## src/rtl/var_decider_pkg.sv

```systemverilog
// Shared definitions for the DPLL decision-variable selector: index width,
// variable-state encoding and the selector FSM state type.
package var_decider_pkg;

  localparam int MAX_VARS_BITS = 6;

  localparam logic [1:0] VAR_UNASSIGNED = 2'b00;
  localparam logic [1:0] VAR_FALSE      = 2'b01;
  localparam logic [1:0] VAR_TRUE       = 2'b10;

  typedef enum logic [0:0] {
    ST_IDLE = 1'b0,
    ST_SCAN = 1'b1
  } dec_state_e;

endpackage

```

## src/rtl/var_decider.sv

```systemverilog
// Decision-variable selector: scans the assignment table upward from a retained
// pointer and pushes the lowest unassigned index into the decider stack.
module var_decider
  import var_decider_pkg::*;
#(
  parameter int NUM_VARS = 64,
  parameter int IDX_W    = MAX_VARS_BITS
) (
  input  logic             clock,
  input  logic             reset,
  input  logic             start,
  input  logic             rewind,
  input  logic [IDX_W-1:0] rewind_idx,
  output logic             var_rd_en,
  output logic [IDX_W-1:0] var_rd_idx,
  input  logic [1:0]       var_rd_state,
  output logic             dec_push,
  output logic [IDX_W-1:0] dec_idx,
  output logic             all_assigned,
  output logic             busy
);

  localparam logic [IDX_W:0] NUM_PTR_C  = (IDX_W+1)'(NUM_VARS);
  localparam logic [IDX_W:0] LAST_PTR_C = (IDX_W+1)'(NUM_VARS - 1);
  localparam logic [IDX_W:0] ONE_PTR_C  = (IDX_W+1)'(1);

  dec_state_e       state_r, state_s;
  logic [IDX_W:0]   scan_ptr_r, scan_ptr_s;
  logic [IDX_W:0]   rd_ptr_r, rd_ptr_s;
  logic [IDX_W:0]   base_ptr_s;
  logic             chk_vld_r, chk_vld_s;
  logic [IDX_W-1:0] chk_idx_r, chk_idx_s;
  logic             rd_en_r, rd_en_s;
  logic [IDX_W-1:0] rd_idx_r, rd_idx_s;
  logic             push_r, push_s;
  logic [IDX_W-1:0] push_idx_r, push_idx_s;
  logic             all_r, all_s;
  logic             busy_r;

  function automatic logic [IDX_W:0] ptr_min(input logic [IDX_W:0] a, input logic [IDX_W:0] b);
    if (a < b) begin
      return a;
    end else begin
      return b;
    end
  endfunction

  // Next-state, pointer and output decode; chk_* tracks which index the current response belongs to.
  always_comb begin
    state_s    = state_r;
    scan_ptr_s = scan_ptr_r;
    rd_ptr_s   = rd_ptr_r;
    rd_en_s    = 1'b0;
    rd_idx_s   = rd_idx_r;
    push_s     = 1'b0;
    push_idx_s = push_idx_r;
    all_s      = 1'b0;
    if (rewind) begin
      base_ptr_s = ptr_min(scan_ptr_r, {1'b0, rewind_idx});
    end else begin
      base_ptr_s = scan_ptr_r;
    end
    case (state_r)
      ST_IDLE: begin
        scan_ptr_s = base_ptr_s;
        if (start) begin
          if (base_ptr_s < NUM_PTR_C) begin
            state_s  = ST_SCAN;
            rd_en_s  = 1'b1;
            rd_idx_s = base_ptr_s[IDX_W-1:0];
            rd_ptr_s = base_ptr_s + ONE_PTR_C;
          end else begin
            all_s = 1'b1;
          end
        end else begin
          all_s = 1'b0;
        end
      end
      ST_SCAN: begin
        // Abort wins over any response arriving in the same cycle.
        if (rewind) begin
          scan_ptr_s = base_ptr_s;
          state_s    = ST_IDLE;
        end else if (chk_vld_r && (var_rd_state == VAR_UNASSIGNED)) begin
          push_s     = 1'b1;
          push_idx_s = chk_idx_r;
          scan_ptr_s = {1'b0, chk_idx_r} + ONE_PTR_C;
          state_s    = ST_IDLE;
        end else if (chk_vld_r && ({1'b0, chk_idx_r} == LAST_PTR_C)) begin
          all_s      = 1'b1;
          scan_ptr_s = NUM_PTR_C;
          state_s    = ST_IDLE;
        end else if (rd_ptr_r < NUM_PTR_C) begin
          rd_en_s  = 1'b1;
          rd_idx_s = rd_ptr_r[IDX_W-1:0];
          rd_ptr_s = rd_ptr_r + ONE_PTR_C;
        end else begin
          rd_en_s = 1'b0;
        end
      end
      default: begin
        state_s = ST_IDLE;
      end
    endcase
    chk_vld_s = rd_en_r && (state_s == ST_SCAN);
    chk_idx_s = rd_idx_r;
  end

  // State, pointers and registered outputs.
  always_ff @(posedge clock or negedge reset) begin
    if (!reset) begin
      state_r    <= ST_IDLE;
      scan_ptr_r <= '0;
      rd_ptr_r   <= '0;
      chk_vld_r  <= 1'b0;
      chk_idx_r  <= '0;
      rd_en_r    <= 1'b0;
      rd_idx_r   <= '0;
      push_r     <= 1'b0;
      push_idx_r <= '0;
      all_r      <= 1'b0;
      busy_r     <= 1'b0;
    end else begin
      state_r    <= state_s;
      scan_ptr_r <= scan_ptr_s;
      rd_ptr_r   <= rd_ptr_s;
      chk_vld_r  <= chk_vld_s;
      chk_idx_r  <= chk_idx_s;
      rd_en_r    <= rd_en_s;
      rd_idx_r   <= rd_idx_s;
      push_r     <= push_s;
      push_idx_r <= push_idx_s;
      all_r      <= all_s;
      busy_r     <= (state_s == ST_SCAN);
    end
  end

  assign var_rd_en    = rd_en_r;
  assign var_rd_idx   = rd_idx_r;
  assign dec_push     = push_r;
  assign dec_idx      = push_idx_r;
  assign all_assigned = all_r;
  assign busy         = busy_r;

endmodule

```

## config.mk

```make
export PLATFORM = sky130hd
export DESIGN_NAME = var_decider
export DESIGN_NICKNAME = d
export VERILOG_FILES = /design/src/rtl/var_decider_pkg.sv /design/src/rtl/var_decider.sv
export SDC_FILE = /design/constraint.sdc
export NUM_CORES = 1
export LEC_CHECK = 0
export ABC_AREA = 1
export CORE_UTILIZATION = 35
export DETAILED_ROUTE_END_ITERATION = 7
export PLACE_DENSITY = 0.53
export REMOVE_ABC_BUFFERS = 1
export SYNTH_ARGS = -nofsm -noshare
export SYNTH_HDL_FRONTEND = slang
export SYNTH_SLANG_ARGS = --single-unit
```

## constraint.sdc

```tcl
create_clock -name clock -period 2.5 [get_ports clock]
set_input_delay 0.375 -clock clock [delete_from_list [all_inputs] [get_ports clock]]
set_output_delay 0.375 -clock clock [all_outputs]
set_load 0.03 [all_outputs]
```

==> metrics.md <==
| Metric | Value |
|---|---|
| Synthesized area | around 2000 um^2 |
| Cell Int Power | between 1.5 and 2 mW |
| Routed length per instance | 11.7 um |
| Area grow syn2layout | 24.6% |
| Slowest stage delay, CP | 0.45 ns |
| Hold buffers post-CTS | 0 |
| Main synth FF type | dfrtp_1 |
| Share of layout cells above drive strength 1 | 0.190 |
| Relative slew slack | 0.455 |
| Switch share | 0.423 |
| Area contributors post-synth | dfrtp_1 (46%), nand2_1 (11%), nand3_1 (5.9%) |
| Total grt overflow | 0 |
| Startpoint class of the critical path | primary input |
| GP Congestion | 0.753 |
| Combinational power share | 0.484 |
| Ports | 28 |
| Remaining DRCs | 0 |
| Post-Synthesis Mean Instance Area | 8.69 um^2 |
| Via/cell ratio | 4.56 |
| Cts bufs inserted | 5 |
| Worst path cell trace | clkdlybuf4s50_1, inv_1, ha_1, a21oi_1, nand2_1, nand2_1, nand2_4, nand2_4, nand2_1, nand3_2, nand2_2, ha_1, nand2_1, nor2_1, nand2_1, nand3_1 |
| FF-to-FF End | rd_ptr_r[4] |
| Asr flop ratio synth | 1.00 |
| Top-count cell post-synth | nand2_1 |
| Critical path class | primary input to flip-flop |
| Setup Skew | 0.00593 ns |
| Rows | 27 |
| Pre-antenna DRT Iters | 4 |
| Sequential power share | 0.349 |
| Number of max-cap violations | 0 |
| Starting density of the core | 0.366 |
| ANT nets after route | 0 |
| Setup slack after placement | -0.0750 ns |
| WP buf/inv | 2 |
| Max Buffers Root-to-Sink | 2 |
| Total GRT Usage | 0.154 |
| Worst EP required | 2.67 ns |
| Critical path fanouts, max | 5 |
| Most instantiated cells after synthesis | nand2_1 (62), dfrtp_1 (37), inv_1 (27) |
| Setup crit end kind | flip-flop |
| Inst Count DP | around 340 |
| VDD IR max | around 580 uV |
| Cells on worst reg2reg path | 14 |
| H-tree levels | 2 |
| Critical Path Most Common Cell | nand2_1 |
| First-pass GRT wire length | 7.23 mm |
| Final setup fails | 0 |
| Skew-Pair Late Insertion Delay | 0.28 ns |
| Slowest CP cell | clkdlybuf4s50_1 |
| Die Width | 78.1 um |
| Status | completed |
| Setup TNS | 0 ns |
| Final Instance Count excl. Fillers | 345 |
| Slew Limit Fails | 0 |
| Final setup margin | 0.285 ns |
| Inserted Diodes | 0 |
| Clk pwr share | 0.167 |
| Post-Synthesis Cells | approximately 230 |
| Top Family by Delay on Critical Path | simple AND/OR/NAND/NOR gates |
| WL final | 4.05 mm |
| Clk sinks | 37 |
| Sequential element share of the synthesized area | 0.457 |
| Vias in the first global route | 1563 |
| Final nets | between 200 and 300 |
| Max frequency | 451 MHz |
| Antenna violations before repair | 0 |
| PD cells | 1170 nW/um^2 |
| Fin. Hold Viols | 0 |
| Port Buffers | 27 |
| CORE AREA | 5540 um^2 |
| DR vias | 1573 |
| Worst hold-check path type | primary input to asynchronous set/reset pin |
| Reg-to-reg slack, setup | 0.48 ns |
| RSZ-0062 raised after global routing | false |
| Initial drt markers | 83 |
| Ys Warns | 0 |
| Die area | 6100 um^2 |
| Root buf cell | clkbuf_8 |
| Clock-pin transition on the worst setup and hold timing paths | 0.07 ns |
| Net Sw Power | 1.25 mW |
| Yosys top cell by area | dfrtp_1 |
| TritonCTS clock tree | done |
| Post-synth EDFFs | 0 |
| Seq cells post-synth | 37 |
| Distinct cells, synth | 30 |
| HPWL after DPL | 3.10 mm |
| Post-synth top area share | 0.457 |
| Worst-Margin Slew | 0.818 ns |
| Largest net degree at the start of global routing | 38 |
| LEAKAGE | between 1 and 1.5 nW |
| RR Startpoint | scan_ptr_r[2] |
| Tmin final | ~2.2 ns |
| Fin crit share | 0.886 |
| Die Height | 78.1 um |
| Crit path DAT | about 2.4 ns |
==> cell type report <==
class                      instances  area, um^2
tap                               72        90.1
timing repair buffer              37         340
fill                             563        3020
multi-input combinational        159         931
clock inverter                     2        35.0
sequential                        37         926
inverter                          33         134
clock buffer                       5        68.8
==> power by group through the flow <==
| stage | combinational (mW) | sequential (mW) | clock, mW |
|---|---|---|---|
| CTS | 1.44 | 1.03 | 0.516 |
| finish | 1.43 | 1.03 | 0.492 |
| floorplan | 0.806 | 1.17 | 0 |
| global route | 1.61 | 1.07 | 0.549 |
| global placement | 1.44 | 1.04 | 0 |
| detailed placement | 1.43 | 1.04 | 0 |
==> metal layers <==
layer  share of wire  routed length, um  up-vias  track usage
met2            0.45               1830       21        0.247
li1                -                  -      827            -
met3           0.040                163        2       0.0430
met4          0.0042                 17        0       0.0444
met5               0                  0        -            0
met1            0.50               2040      723        0.202
==> cell usage in the layout (no fill, tap or decap), types with 2 or more instances in the layout <==
cell type,netlist,final
inv_1,27,27
o21ai_0,7,7
clkdlybuf4s50_1,0,26
nor2_4,4,4
clkbuf_8,0,5
nand2_2,5,5
o21ai_1,2,2
dfrtp_1,37,37
nand2_4,5,5
o211ai_1,4,4
nand3_2,8,10
inv_4,2,2
buf_4,0,10
nor2_2,2,2
or2_0,2,2
nand2_1,62,62
nand3_1,24,22
ha_1,7,7
a31oi_1,3,3
inv_2,2,2
nor2_1,14,14
nor2_8,2,2
==> per-stage QoR <==
stage               utilization  total power [mW]  instance area [um^2]  hold WS, ns
floorplan                     -              1.98                  1980       0.0794
global placement          0.435              2.48                  2410        0.386
detailed placement        0.435              2.48                  2410        0.392
CTS                       0.454              2.99                  2510        0.205
global route              0.456              3.23                  2520        0.243
finish                    0.456              2.95                  2520        0.189
==> state kept, by name, summed over array words and instances, names as in the netlist <==
register / count
chk_vld_r: 1
dec_push: 1
dec_idx: 6
var_rd_en: 1
scan_ptr_r: 7
rd_ptr_r: 7
busy: 1
chk_idx_r: 6
all_assigned: 1
var_rd_idx: 6
==> cells by family (layout without fill, tap and decap cells) <==
group,after synthesis,after routing,share of synthesized area
AO/OA/AOI/OAI,23,23,0.0717
adder cells (fa/ha/maj),7,7,0.0432
buffers and inverters,37,77,0.0883
flip-flops,37,37,0.457
AND/OR/NAND/NOR,129,129,0.340
==> how the worst max path moves through the flow <==
stage | slack (ns) | startpoint | depth (start not counted) | end
global placement | -0.05 | rewind_idx[2] | 16 | rd_ptr_r[4]
floorplan | 0.56 | rewind_idx[2] | 15 | rd_ptr_r[4]
global route | 0.05 | rewind_idx[2] | 16 | rd_ptr_r[4]
CTS | 0.22 | rewind_idx[2] | 16 | rd_ptr_r[4]
finish | 0.28 | rewind_idx[2] | 16 | rd_ptr_r[4]
detailed placement | -0.07 | rewind_idx[2] | 16 | rd_ptr_r[4]
==> timing repair <==
item                                    4_1_cts  5_1_grt
endpoints found under the setup margin        0        1
buffers inserted                              0        0
gates resized for setup                       0        2
Note: power is estimated with default switching activity, not from simulation.
